--- src/rtl/zorgian_pkg.sv ---
// Coin encodings, acceptor states and coin decode helpers shared by the Zorgian payment blocks.
// Pure definitions: no latency, no flow control.
package zorgian_pkg;

    typedef enum logic [2:0] {
        COIN_NONE = 3'b000,
        COIN_1    = 3'b001,
        COIN_3    = 3'b011,
        COIN_5    = 3'b101
    } coin_t;

    typedef enum logic [1:0] {
        IDLE,
        COLLECT,
        DONE
    } acc_state_t;

    function automatic logic coin_is_valid(input logic [2:0] code);
        return (code == COIN_1) || (code == COIN_3) || (code == COIN_5);
    endfunction

    function automatic logic [3:0] coin_value(input logic [2:0] code);
        case (code)
            COIN_1:  return 4'd1;
            COIN_3:  return 4'd3;
            COIN_5:  return 4'd5;
            default: return 4'd0;
        endcase
    endfunction

endpackage

--- src/rtl/zorgian_coin_acceptor_rising_edge_detect.sv ---
// Synchronises a raw button level and emits a 1-cycle pulse per rising edge, 2 cycles after the input rises.
// No backpressure; history resets high so a level held through reset never produces a pulse.
module rising_edge_detect (
    input  logic CLOCK_100,
    input  logic reset,
    input  logic in,
    output logic pulse
);

    logic sync1;
    logic sync2;
    logic hist;

    always_ff @(posedge CLOCK_100) begin
        if (reset) begin
            sync1 <= 1'b1;
            sync2 <= 1'b1;
            hist  <= 1'b1;
        end else begin
            sync1 <= in;
            sync2 <= sync1;
            hist  <= sync2;
        end
    end

    assign pulse = sync2 & ~hist;

endmodule

--- src/rtl/zorgian_coin_acceptor.sv ---
// Accumulates coins against a latched cost and offers the amount paid on a valid/ack handshake.
// Completion is registered one cycle after the deciding coin; Paid and flags hold in DONE until ack.
module zorgian_coin_acceptor
    import zorgian_pkg::*;
#(
    parameter int          MAX_COINS      = 8,
    parameter logic [31:0] TIMEOUT_CYCLES = 32'd500_000_000,
    localparam int         CW = ($clog2(MAX_COINS + 1) > 4) ? $clog2(MAX_COINS + 1) : 4
) (
    input  logic          CLOCK_100,
    input  logic          reset,
    input  logic          start,
    input  logic [3:0]    Cost,
    input  logic          coin_btn,
    input  logic [2:0]    coin_sel,
    input  logic          cancel,
    input  logic          ack,
    output logic [3:0]    Paid,
    output logic          paid_valid,
    output logic          busy,
    output logic          Overpaid,
    output logic          Short,
    output logic          bad_coin,
    output logic          cancelled,
    output logic [CW-1:0] coin_count
);

    acc_state_t    state, state_n;
    logic [3:0]    cost_q, cost_n;
    logic [4:0]    sum5, sum_n;
    logic [CW-1:0] count, count_n;
    logic [31:0]   tmo, tmo_n;
    logic          short_q, short_n;
    logic          bad_q, bad_n;
    logic          canc_q, canc_n;

    logic          coin_edge;
    logic          coin_ok;
    logic [4:0]    sum_add;
    logic [CW-1:0] count_inc;

    rising_edge_detect u_coin_edge (
        .CLOCK_100 (CLOCK_100),
        .reset     (reset),
        .in        (coin_btn),
        .pulse     (coin_edge)
    );

    assign coin_ok   = coin_is_valid(coin_sel);
    assign sum_add   = sum5 + {1'b0, coin_value(coin_sel)};
    assign count_inc = count + CW'(1);

    always_ff @(posedge CLOCK_100) begin
        if (reset) begin
            state   <= IDLE;
            cost_q  <= 4'd0;
            sum5    <= 5'd0;
            count   <= '0;
            tmo     <= 32'd0;
            short_q <= 1'b0;
            bad_q   <= 1'b0;
            canc_q  <= 1'b0;
        end else begin
            state   <= state_n;
            cost_q  <= cost_n;
            sum5    <= sum_n;
            count   <= count_n;
            tmo     <= tmo_n;
            short_q <= short_n;
            bad_q   <= bad_n;
            canc_q  <= canc_n;
        end
    end

    always_comb begin
        state_n = state;
        cost_n  = cost_q;
        sum_n   = sum5;
        count_n = count;
        tmo_n   = tmo;
        short_n = short_q;
        bad_n   = 1'b0;
        canc_n  = 1'b0;
        case (state)
            IDLE: begin
                if (start) begin
                    state_n = COLLECT;
                    cost_n  = Cost;
                    sum_n   = 5'd0;
                    count_n = '0;
                    tmo_n   = 32'd0;
                    short_n = 1'b0;
                end
            end
            COLLECT: begin
                if (cancel) begin
                    state_n = IDLE;
                    sum_n   = 5'd0;
                    count_n = '0;
                    tmo_n   = 32'd0;
                    canc_n  = 1'b1;
                end else if (coin_edge && coin_ok) begin
                    sum_n   = sum_add;
                    count_n = count_inc;
                    tmo_n   = 32'd0;
                    if ((sum_add >= {1'b0, cost_q}) || (count_inc == CW'(MAX_COINS))) begin
                        state_n = DONE;
                        short_n = (sum_add < {1'b0, cost_q});
                    end
                end else begin
                    // Idle or rejected-coin cycle: only a zero cost or the timeout can end it.
                    bad_n = coin_edge;
                    if ((sum5 >= {1'b0, cost_q}) || (tmo == TIMEOUT_CYCLES - 32'd1)) begin
                        state_n = DONE;
                        short_n = (sum5 < {1'b0, cost_q});
                    end else begin
                        tmo_n = tmo + 32'd1;
                    end
                end
            end
            DONE: begin
                if (ack) begin
                    state_n = IDLE;
                end
            end
            default: state_n = IDLE;
        endcase
    end

    assign Paid       = sum5[4] ? 4'd15 : sum5[3:0];
    assign Overpaid   = sum5[4];
    assign Short      = short_q;
    assign paid_valid = (state == DONE);
    assign busy       = (state != IDLE);
    assign bad_coin   = bad_q;
    assign cancelled  = canc_q;
    assign coin_count = count;

endmodule

--- config.mk ---
export PLATFORM = sky130hd
export DESIGN_NAME = zorgian_coin_acceptor
export DESIGN_NICKNAME = d
export VERILOG_FILES = /design/src/rtl/zorgian_pkg.sv /design/src/rtl/zorgian_coin_acceptor_rising_edge_detect.sv /design/src/rtl/zorgian_coin_acceptor.sv
export SDC_FILE = /design/constraint.sdc
export NUM_CORES = 1
export LEC_CHECK = 0
export CORE_MARGIN = 5
export CORE_UTILIZATION = 45
export CTS_CLUSTER_SIZE = 20
export DETAILED_ROUTE_END_ITERATION = 16
export GPL_TIMING_DRIVEN = 0
export PLACE_DENSITY_LB_ADDON = 0.25
export SYNTH_ARGS = -nofsm -noshare
export SYNTH_HDL_FRONTEND = slang
export SYNTH_HIERARCHICAL = 1
export SYNTH_SLANG_ARGS = --single-unit
export TNS_END_PERCENT = 10
--- constraint.sdc ---
create_clock -name CLOCK_100 -period 3.85 [get_ports CLOCK_100]
set_input_delay 0.77 -clock CLOCK_100 [delete_from_list [all_inputs] [get_ports CLOCK_100]]
set_output_delay 0.77 -clock CLOCK_100 [all_outputs]
set_load 0.005 [all_outputs]
Word-level counts from Yosys, hierarchy flattened
Cells that the tools add are included.
- output and inout port bits: 14
- bits of input ports: 13
- logic and storage cells: 81
- register bits after elaboration: 53
- bitwise logic cells: 3
- multiplexer cells: 29
- add/sub/neg operators: 3
- reductions and logical operators: 15
- equality and inequality tests: 16
- $lt $le $gt $ge: 4
- operators with widths (cell ; count):
    $mux 32 ; 4
    $pmux 32 s2 ; 1
    $add 32x1->32 const B ; 1
    $eq 32x29->1 const B ; 1
    $mux 4 ; 4
    $mux 5 ; 3
    $mux 2 ; 6
    $ne 4x4->1 const B ; 3
    $ge 5x4->1 ; 2
    $lt 5x4->1 ; 2
    $pmux 5 s2 ; 1
    $ne 3x3->1 const B ; 3
    $pmux 3 s3 ; 1
    $pmux 4 s2 ; 1
    $mux 1 ; 6
    $ne 2x2->1 const B ; 3
    $pmux 2 s3 ; 1
    $reduce_and 3->1 ; 2
    $add 5x4->5 ; 1
    $reduce_and 5->1 ; 1
    $add 4x1->4 const B ; 1
    $eq 4x4->1 const B ; 1
    $logic_or 1x1->1 ; 4
    $reduce_and 4->1 ; 1
    other kinds (14) ; 16

Depth between registers and ports, before layout
Gate-level depths: netlist of the first run.
- depth in word-level cells: 9
- mapped depth: 14
- mapped depth without buffers: 14

Hierarchy
The synthesis of the first run kept the hierarchy.
- modules (own cells, without submodules) (module ; area an instance (um^2) ; instances ; cells each ; sequential area each (um^2)):
    zorgian_coin_acceptor ; 2795.2 ; 1 ; 335 ; 1001.0
    rising_edge_detect ; 85.1 ; 1 ; 7 ; 60.1

Worst setup path before layout of the first run
No wires, ideal clock.
- path type: input to register
- from: input coin_sel[0]
- to: register state[1]
- data arrival time: 3081 ps
- setup time: 128 ps
- stages: 12
- setup slack: 641 ps
- path buffers: 0
- data required time: 3722 ps
- path through: a21bo_2 > inv_1 > ha_1 > inv_1 > fa_1 > xnor2_1 > ha_1 > and3_1 > a221oi_1 > nand4_1 > a32oi_1 > nor2_1
- word-level cells in the longest chain between the ends: 7
- elaborated cells on any way between the ends: 16
- those cells by class: 1 x add/sub; 1 x order compare; 5 x eq/ne; 4 x mux; 5 x reduce/logical
- RTL lines (item ; line ; text):
    start: declaration ; zorgian_coin_acceptor.sv:15 ; input logic [2:0] coin_sel,
    $eq 3x3->1 (tied with other cells) ; zorgian_pkg.sv:19, zorgian_pkg.sv:23 ;
    $pmux 3 s3 / $logic_or 1x1->1 (equally long branches) ; zorgian_pkg.sv:23, zorgian_pkg.sv:19 ;
    $add 5x4->5 / $logic_or 1x1->1 (equally long branches) ; zorgian_coin_acceptor.sv:50, zorgian_pkg.sv:19 ;
    $ge 5x4->1 / $logic_and 1x1->1 (equally long branches) ; zorgian_coin_acceptor.sv:106, zorgian_coin_acceptor.sv:102 ;
    $logic_or 1x1->1 / $mux 2 (equally long branches) ; zorgian_coin_acceptor.sv:106, zorgian_coin_acceptor.sv:102 ;
    $ne 4x4->1 (no source line) / $mux 2 (equally long branches) ; n/a ;
    $reduce_and 4->1 (no source line) / $pmux 2 s3 (equally long branches) ; n/a ;
    end signal: assignment ; zorgian_coin_acceptor.sv:64 ; state <= state_n;
    end: declaration ; zorgian_coin_acceptor.sv:28 ; acc_state_t state, state_n;
Parallel ways exist; a longest one is shown, timed or not.
A chain may end at the register's enable or synchronous reset.

Final worst setup path of the first run
- from: input coin_sel[0]
- to: register short_q (netlist: Short)
- word-level cells in the longest chain between the ends: 8
- elaborated cells on any way between the ends: 18
- those cells by class: 1 x add/sub; 2 x order compare; 5 x eq/ne; 5 x mux; 5 x reduce/logical
- RTL lines (item ; line ; text):
    $eq 3x3->1 (tied with other cells) ; zorgian_pkg.sv:19, zorgian_pkg.sv:23 ;
    $pmux 3 s3 ; zorgian_pkg.sv:23 ; case (code)
    $add 5x4->5 ; zorgian_coin_acceptor.sv:50 ; assign sum_add = sum5 + {1'b0, coin_value(coin_sel)};
    $lt 5x4->1 ; zorgian_coin_acceptor.sv:108 ; short_n = (sum_add < {1'b0, cost_q});
    $mux 1 ; zorgian_coin_acceptor.sv:106 ; if ((sum_add >= {1'b0, cost_q}) || (count_inc == CW'(MAX_COINS))) begin
    $mux 1 ; zorgian_coin_acceptor.sv:102 ; end else if (coin_edge && coin_ok) begin
    $mux 1 ; zorgian_coin_acceptor.sv:96 ; if (cancel) begin
    $pmux 1 s2 ; zorgian_coin_acceptor.sv:84 ; case (state)
    end signal: assignment ; zorgian_coin_acceptor.sv:69 ; short_q <= short_n;
    end: declaration ; zorgian_coin_acceptor.sv:33 ; logic short_q, short_n;
Parallel ways exist; a longest one is shown, timed or not. The select of a mux whose other input is x is not followed.

==> metrics.cfg, run 1 <==
[synthesis]
ys_seq_area_share_pct=36.8
synth.largest_area_cell=dfxtp_1
synth_area_um2=2880
synth_edf_count=0
synthTopCellsByArea=dfxtp_1 (37%), xnor2_1 (6.7%), ha_1 (5.6%)
yosysWarnings=6
synthArstFlopShare_pct=0
postSynthCellCount=342
synthDistinctLibCells=56
synth_top_area_share_pct=36.8
yosysMostFrequentCell=dfxtp_1
ys_top_cells_by_count=dfxtp_1 (53), nor2_1 (42), xnor2_1 (22), inv_1 (21), nand2_1 (21)
synth_nets=369
synth_seq_cells=53
synth.avg_cell_area_um2=8.42
ys.flop_type=dfxtp_1

[timing]
whs_ps=419
rsz0062_at_grt=false
hold_viol_final=0
min_period_over_period_pct=93.4
clock.fmax_mhz=278
tightest_slew_ps=608
relSlewSlack_pct=59.2
period_needed_ps=3600
timing.setup.tns_ps=0
worst_slack_ps=254
finalMaxSlewViolations=0
finClkSkew_ps=8.66
setup_violations=0

[clock_tree]
cts_made_buffers=5
cts.path.max_buffers=2
cts_tree=built
clk_pin_slew_ps=100
clock_latency_ps=310
cts_root_buffer=clkbuf_8
clock-sinks=53
holdBufCountCts=0
cts-htree-levels=2

[floorplanning]
io_pins=27
die_x_um=90.0
initial_core_util_pct=45.9
core_area_um2=6280
die_area_um2=8100
row_count=29
die_h_um=90.0

[pwr]
peakVddDrop_v=0.000212
powerDensity_nw_per_um2=300
leakage_nw=1.17

[cells_and_area]
final_cell_area_um2=3330
insertedDiodeCount=0
drive_gt1_share_pct=7.71
nets=402
areaGrowthSynthToFinish_pct=15.6
final_cells=453
nFillCells=611

[route]
wl_per_cell_um=14.2
firstDrtPassIters=4
vias=2488
routed_wl_um=6420
drt-initial-drc-count=160
drt-vias-per-instance=5.49
ant_nets=0
drcViolationCount=0

[global_route]
grt_overflow=0
grt_pass1_wl_um=11400
grt_max_degree=17
track_usage_pct=16.5
antenna_found_initial=0
grt_pass1_vias=2417

[setup_path]
critPathArrivalTime_ps=3840
cp_max_fo=5
crit_type=in2reg
start_kind=primary input
worstPathRequired_ps=4100
endpoint_kind=register

[placed_design]
dp.cells=445
dp_slack_ps=-236
numPortBuffers=26
hpwlAfterDp_um=4890
placed_area_um2=3240
place.gp.congestion=0.831

[min_path]
hp-class=reg2reg

[outcome]
status=complete, no violations

[job]
maxCapViolCount=0

## path summary, 6_finish.rpt
kind | from | end | slack (ps) | cells past startpoint
max | coin_sel[0] | Short | 250 | 13
min | u_coin_edge/sync1 | u_coin_edge/sync2 | 420 | 1
max reg2reg | sum5[1] | Short | 1220 | 10
min reg2reg | u_coin_edge/sync1 | u_coin_edge/sync2 | 420 | 1
## worst max-delay path: stages
cell	delay, ps
clkdlybuf4s50_1	490
a21bo_2	280
inv_2	110
ha_1	180
inv_1	50
fa_1	400
xnor2_1	210
ha_1	280
and3_1	170
a221oi_2	300
nand4_1	230
nand4b_1	180
mux2i_1	200
## report_power, final
part,internal (W),switching (W)
registers,0.000555,0.00000453
logic,0.0000486,0.0000679
clock network,0.000129,0.000194
## cell usage in the layout, fill, tap and decap left out, types with 9 or more instances in the layout
master           netlist  layout
a21oi_1               20      20
nand2_1               21      21
nand4_1               10      10
dfxtp_1               53      53
nor2_1                42      42
or3_1                  9       9
o21ai_0               13      13
nand3_1                9       9
xnor2_1               22      22
ha_1                  13      13
inv_1                 21      20
nor3_1                14      14
clkdlybuf4s50_1        0      26
## metal layers
metal,track usage (%),wire length (um)
met5,0,0
met2,26.5,3020
met4,4.59,68
met1,22.5,3120
met3,3.42,215
## through the flow
step | power [W] | util [%]
floorplan | 0.000646 | -
global placement | 0.000686 | 51.6
detailed placement | 0.000687 | 51.6
CTS | 0.00101 | 53.0
global route | 0.00105 | 53.1
finish | 0.000998 | 53.1
## final cells by class
class                           count  area, um^2  area share, %
Clock inverter                      2        15.0          0.451
Timing Repair Buffer               26         260           7.81
Sequential cell                    53        1060           31.9
Clock buffer                        6        72.6           2.18
Inverter                           21        78.8           2.37
Buffer                              7        35.0           1.05
Multi-Input combinational cell    261        1710           51.4
Tap cell                           77        96.3           2.89
## registers in the layout, indices dropped and copies added, names as in the netlist
register	flops
Short	1
u_coin_edge/sync1	1
state	2
sum5	5
bad_coin	1
cost_q	4
tmo	32
u_coin_edge/sync2	1
u_coin_edge/hist	1
cancelled	1
coin_count	4
## cells by family (layout without fill, tap and decap cells)
| group | Yosys count | after routing | synth area share, % |
|---|---|---|---|
| fa+ha+maj | 14 | 14 | 6.34 |
| flops | 53 | 53 | 36.8 |
| xor+xnor | 24 | 24 | 7.30 |
| buf+inv | 28 | 62 | 3.95 |
| compound gates | 63 | 63 | 14.6 |
| mux | 4 | 4 | 1.39 |
| simple gates | 156 | 156 | 29.6 |
## timing repair
action	CTS	global route
setup buffers	0	0
setup endpoints to repair	0	2
resized for setup	0	2
No activity file was read; power rests on OpenSTA's default activity.
==> run 2: changes to the inputs <==
Clock period 3.85 ns to 4.2 ns, I/O delays scaled along.
==> run 2 against run 1 <==
  * Clock skew is essentially flat
  * First-iteration DRC count grew 2.5%
  * Global-route usage is the same
  * Via count grew 0.20%
  * Final cell count is the same
  * Combinational power shrank 10%
  * Hold slack is essentially flat
  * Design area shrank 0.19%
  * Clock power shrank 8.4%
  * Die area is the same
  * Highest routed layer unchanged
  * Total power shrank 8.4%
  * Largest power group unchanged
==> metrics.cfg, run 2 (synthesis gave the netlist of run 1 again) <==
[outcome]
status=complete, no violations

[timing]
clock.fmax_mhz=262
rsz0062_at_grt=false
worst_slack_ps=390
setup_violations=0
hold_viol_final=0
finalMaxSlewViolations=0
min_period_over_period_pct=90.7
relSlewSlack_pct=58.9
period_needed_ps=3810
timing.setup.tns_ps=0
tightest_slew_ps=614
finClkSkew_ps=8.20

[setup_path]
cp_max_fo=5
critPathArrivalTime_ps=4060
worstPathRequired_ps=4450
crit_type=in2reg
endpoint_kind=register
start_kind=primary input

[pwr]
power_w=0.000914
seqPwrFrac_pct=56.1
p_switching_w=0.000244
peakVddDrop_v=0.000194
powerDensity_nw_per_um2=275
leakage_nw=1.17
pwr-share-comb_pct=11.5
clockPowerShare_pct=32.4
internal_power_w=0.000670
switching_share_pct=26.7

[route]
wl_per_cell_um=14.2
routed_wl_um=6430
drcViolationCount=0
drt-vias-per-instance=5.50
vias=2493
ant_nets=0
firstDrtPassIters=4
drt-initial-drc-count=164

[cells_and_area]
drive_gt1_share_pct=7.18
final_cells=453
final_cell_mix=dfxtp_1 (53), nor2_1 (42), clkdlybuf4s50_1 (26)
largest_reg_flops=32
areaGrowthSynthToFinish_pct=15.4
top_register=tmo
mostFrequentLayoutCell=dfxtp_1
largestRegisters=tmo: 32 flops, sum5: 5 flops
insertedDiodeCount=0
nets=402

[clock_tree]
postCtsSetupRepairBufs=0
holdBufCountCts=0
cts_tree=built
cts.path.max_buffers=2
clk_pin_slew_ps=100
clock-sinks=53
cts_made_buffers=5
cts-htree-levels=2
clock_latency_ps=310
cts_root_buffer=clkbuf_8
cts_resized=0

[floorplanning]
io_pins=27
core_area_um2=6280
die_h_um=90.0
row_count=29
die_area_um2=8100
die_x_um=90.0
initial_core_util_pct=45.9

[placed_design]
numPortBuffers=26
place.gp.congestion=0.831
dp.cells=445
hpwlAfterDp_um=4890
dp_slack_ps=44.1

[global_route]
grt_pass1_vias=2417
grt_overflow=0
grt_max_degree=17
track_usage_pct=16.5
antenna_found_initial=0
grt_pass1_wl_um=11400

[min_path]
hp-class=reg2reg

[job]
maxCapViolCount=0

[run 2: critical path, stage by stage]
cell and delay [ps]:
clkdlybuf4s50_1 490, a21bo_2 270, inv_1 160, ha_1 200, inv_1 50, fa_1 400, xnor2_1 210, ha_1 280
and3_1 160, a221oi_1 360, nand4_1 250, nand4b_1 180, mux2i_1 200
[run 2: metal layers]
metal	wire [um]	GRT usage (%)
met5	0	0
met3	209	3.42
met2	3020	26.5
met1	3130	22.5
met4	68	4.59
[run 2: final timing paths]
path / from / to / slack (ps) / cells after the start
max: coin_sel[0] / Short / 390 / 13
min: u_coin_edge/sync1 / u_coin_edge/sync2 / 420 / 1
max reg2reg: sum5[1] / Short / 1520 / 10
min reg2reg: u_coin_edge/sync1 / u_coin_edge/sync2 / 420 / 1
[run 2: through the flow]
stage	instance area (um^2)	util, %	hold WS, ps
2_1_floorplan	2880	-	385
3_3_place_gp	3240	51.6	389
3_5_place_dp	3240	51.6	401
4_1_cts	3320	53.0	426
5_1_grt	3320	53.0	439
6_report	3320	53.0	419
[run 2: power by group through the flow]
stage,clock [W],combinational (W),sequential (W)
final,0.000296,0.000105,0.000513
after global routing,0.000331,0.000117,0.000514
after CTS,0.000306,0.000106,0.000513
after detailed placement,0,0.000105,0.000524
after global placement,0,0.000105,0.000524
after floorplan,0,0.0000688,0.000523
[run 2: final cells by class]
type	count	area, um^2
Clock buffer	6	72.6
Tap cell	77	96.3
Multi-Input combinational cell	261	1710
Timing Repair Buffer	26	260
Clock inverter	2	15.0
Sequential cell	53	1060
Buffer	7	35.0
Fill cell	613	2950
Inverter	21	78.8
==> run 3: changes to the inputs <==
Settings changed: CTS_BUF_LIST set to sky130_fd_sc_hd__clkbuf_16.
Clock period 4.2 ns to 3.6 ns, I/O delays scaled along.
==> run 3 against run 2 <==
  * Clock skew is 3.1 ps lower
  * Sequential share of layout area fell by 1.0 points
  * Total power increased by 31%
==> metrics.cfg, run 3 (synthesis gave the netlist of run 1 again) <==
[outcome]
status=complete, no violations

[route]
drt-initial-drc-count=110
ant_nets=0
drt-vias-per-instance=5.49
routed_wl_um=6530
vias=2493
drcViolationCount=0
firstDrtPassIters=4
wl_per_cell_um=14.4

[placed_design]
place.gp.congestion=0.831
dp_slack_ps=-436
dp.cells=445
numPortBuffers=26
hpwlAfterDp_um=4890

[global_route]
track_usage_pct=16.5
busiest_layer=met2
use_met1_pct=22.1
antenna_found_initial=0
grt_overflow=0
grt_pass1_wl_um=11300
grt_pass1_vias=2428
met2_usage_pct=27.0
use_met3_pct=2.92
grt_max_degree=17

[clock_tree]
cts_made_buffers=5
cts.path.max_buffers=2
cts_tree=built
clock-sinks=53
cts-htree-levels=2
holdBufCountCts=0
cts_root_buffer=clkbuf_16
clk_pin_slew_ps=70
clock_latency_ps=290

[pwr]
powerDensity_nw_per_um2=349
leakage_nw=1.25
peakVddDrop_v=0.000229
power_w=0.00120

[timing]
setup_violations=0
timing.setup.tns_ps=0
min_period_over_period_pct=89.0
finalMaxSlewViolations=0
period_needed_ps=3200
relSlewSlack_pct=59.3
rsz0062_at_grt=false
finClkSkew_ps=5.13
whs_ps=412
clock.fmax_mhz=312
hold_viol_final=0
tightest_slew_ps=606
worst_slack_ps=396

[setup_path]
worst_path_most_repeated_cell=ha_1
critPathArrivalTime_ps=3420
endpoint_kind=register
max_stage_delay_ps=320
path_cells=dlymetal6s2s_1 -> nand2_1 -> or2_2 -> inv_1 -> ha_1 -> a21o_1 -> a21oi_2 -> xnor2_2 -> ha_1 -> and3_1 -> a221oi_2 -> nand4_1 -> nand4b_1 -> mux2i_1
cp_num_buf_inv=2
start_kind=primary input
worstPathRequired_ps=3820
cp_max_fo=3
critical-path-slowest-cell=ha_1
crit_type=in2reg
crit_family=simple AND/OR/NAND/NOR gates

[floorplanning]
core_area_um2=6280
row_count=29
initial_core_util_pct=45.9
io_pins=27
die_h_um=90.0
die_x_um=90.0
die_area_um2=8100

[cells_and_area]
nFillCells=593
insertedDiodeCount=0
mostFrequentLayoutCell=dfxtp_1
drive_gt1_share_pct=9.28
nets=403
largestRegisters=tmo: 32 flops, sum5: 5 flops
areaGrowthSynthToFinish_pct=19.2
largest_reg_flops=32
final_cell_mix=dfxtp_1 (53), nor2_1 (42), clkdlybuf4s50_1 (23)
final_cells=454
top_register=tmo

[min_path]
hp-class=reg2reg

[job]
maxCapViolCount=0

run 3: final cells by class:
cell class	count	area [um^2]	share of cell area (%)
tap	77	96.3	2.81
sequential	53	1060	30.9
clock inverter	3	18.8	0.546
buffer	7	35.0	1.02
timing repair buffer	27	275	8.01
clock buffer	5	125	3.64
multi-input combinational	261	1740	50.7
inverter	21	81.3	2.37
run 3: what timing repair did:
item,4_1_cts,5_1_grt
pin swaps,1,6
endpoints found under the setup margin,2,3
hold endpoints to repair,0,0
gates cloned,0,0
setup buffers,0,1
gates resized for setup,2,10
run 3: worst reg2reg max path: cells and delay by family, from the launching register on:
kind                     cells  cell delay, ps
adder cells (fa/ha/maj)      3             970
AND/OR/NAND/NOR              3             620
flip-flops                   1             340
buffers and inverters        2             110
AO/OA/AOI/OAI                1             280
multiplexers                 1             200
run 3: path summary, 6_finish.rpt:
path	start	endpoint	slack [ps]	cells past startpoint
worst min register to register	u_coin_edge/sync1	u_coin_edge/sync2	410	1
worst min-delay path	u_coin_edge/sync1	u_coin_edge/sync2	410	1
worst max register to register	sum5[0]	Short	1020	10
worst max-delay path	coin_sel[1]	Short	400	14
run 3: power breakdown:
part           switching, W  internal, W  total [W]
registers        0.00000491     0.000593   0.000598
clock network      0.000219     0.000256   0.000474
logic             0.0000741    0.0000534   0.000128
run 3: through the flow:
stage	util, %	cell area (um^2)
floorplan	-	2880
global placement	51.6	3240
detailed placement	51.6	3240
CTS	54.0	3390
global route	54.7	3430
finish	54.7	3430
run 3: per-layer routing:
layer	share of wire (%)	vias to the layer above
met5	0	-
met4	1.6	0
met3	2.6	8
met2	47	36
met1	48	1162
li1	-	1287
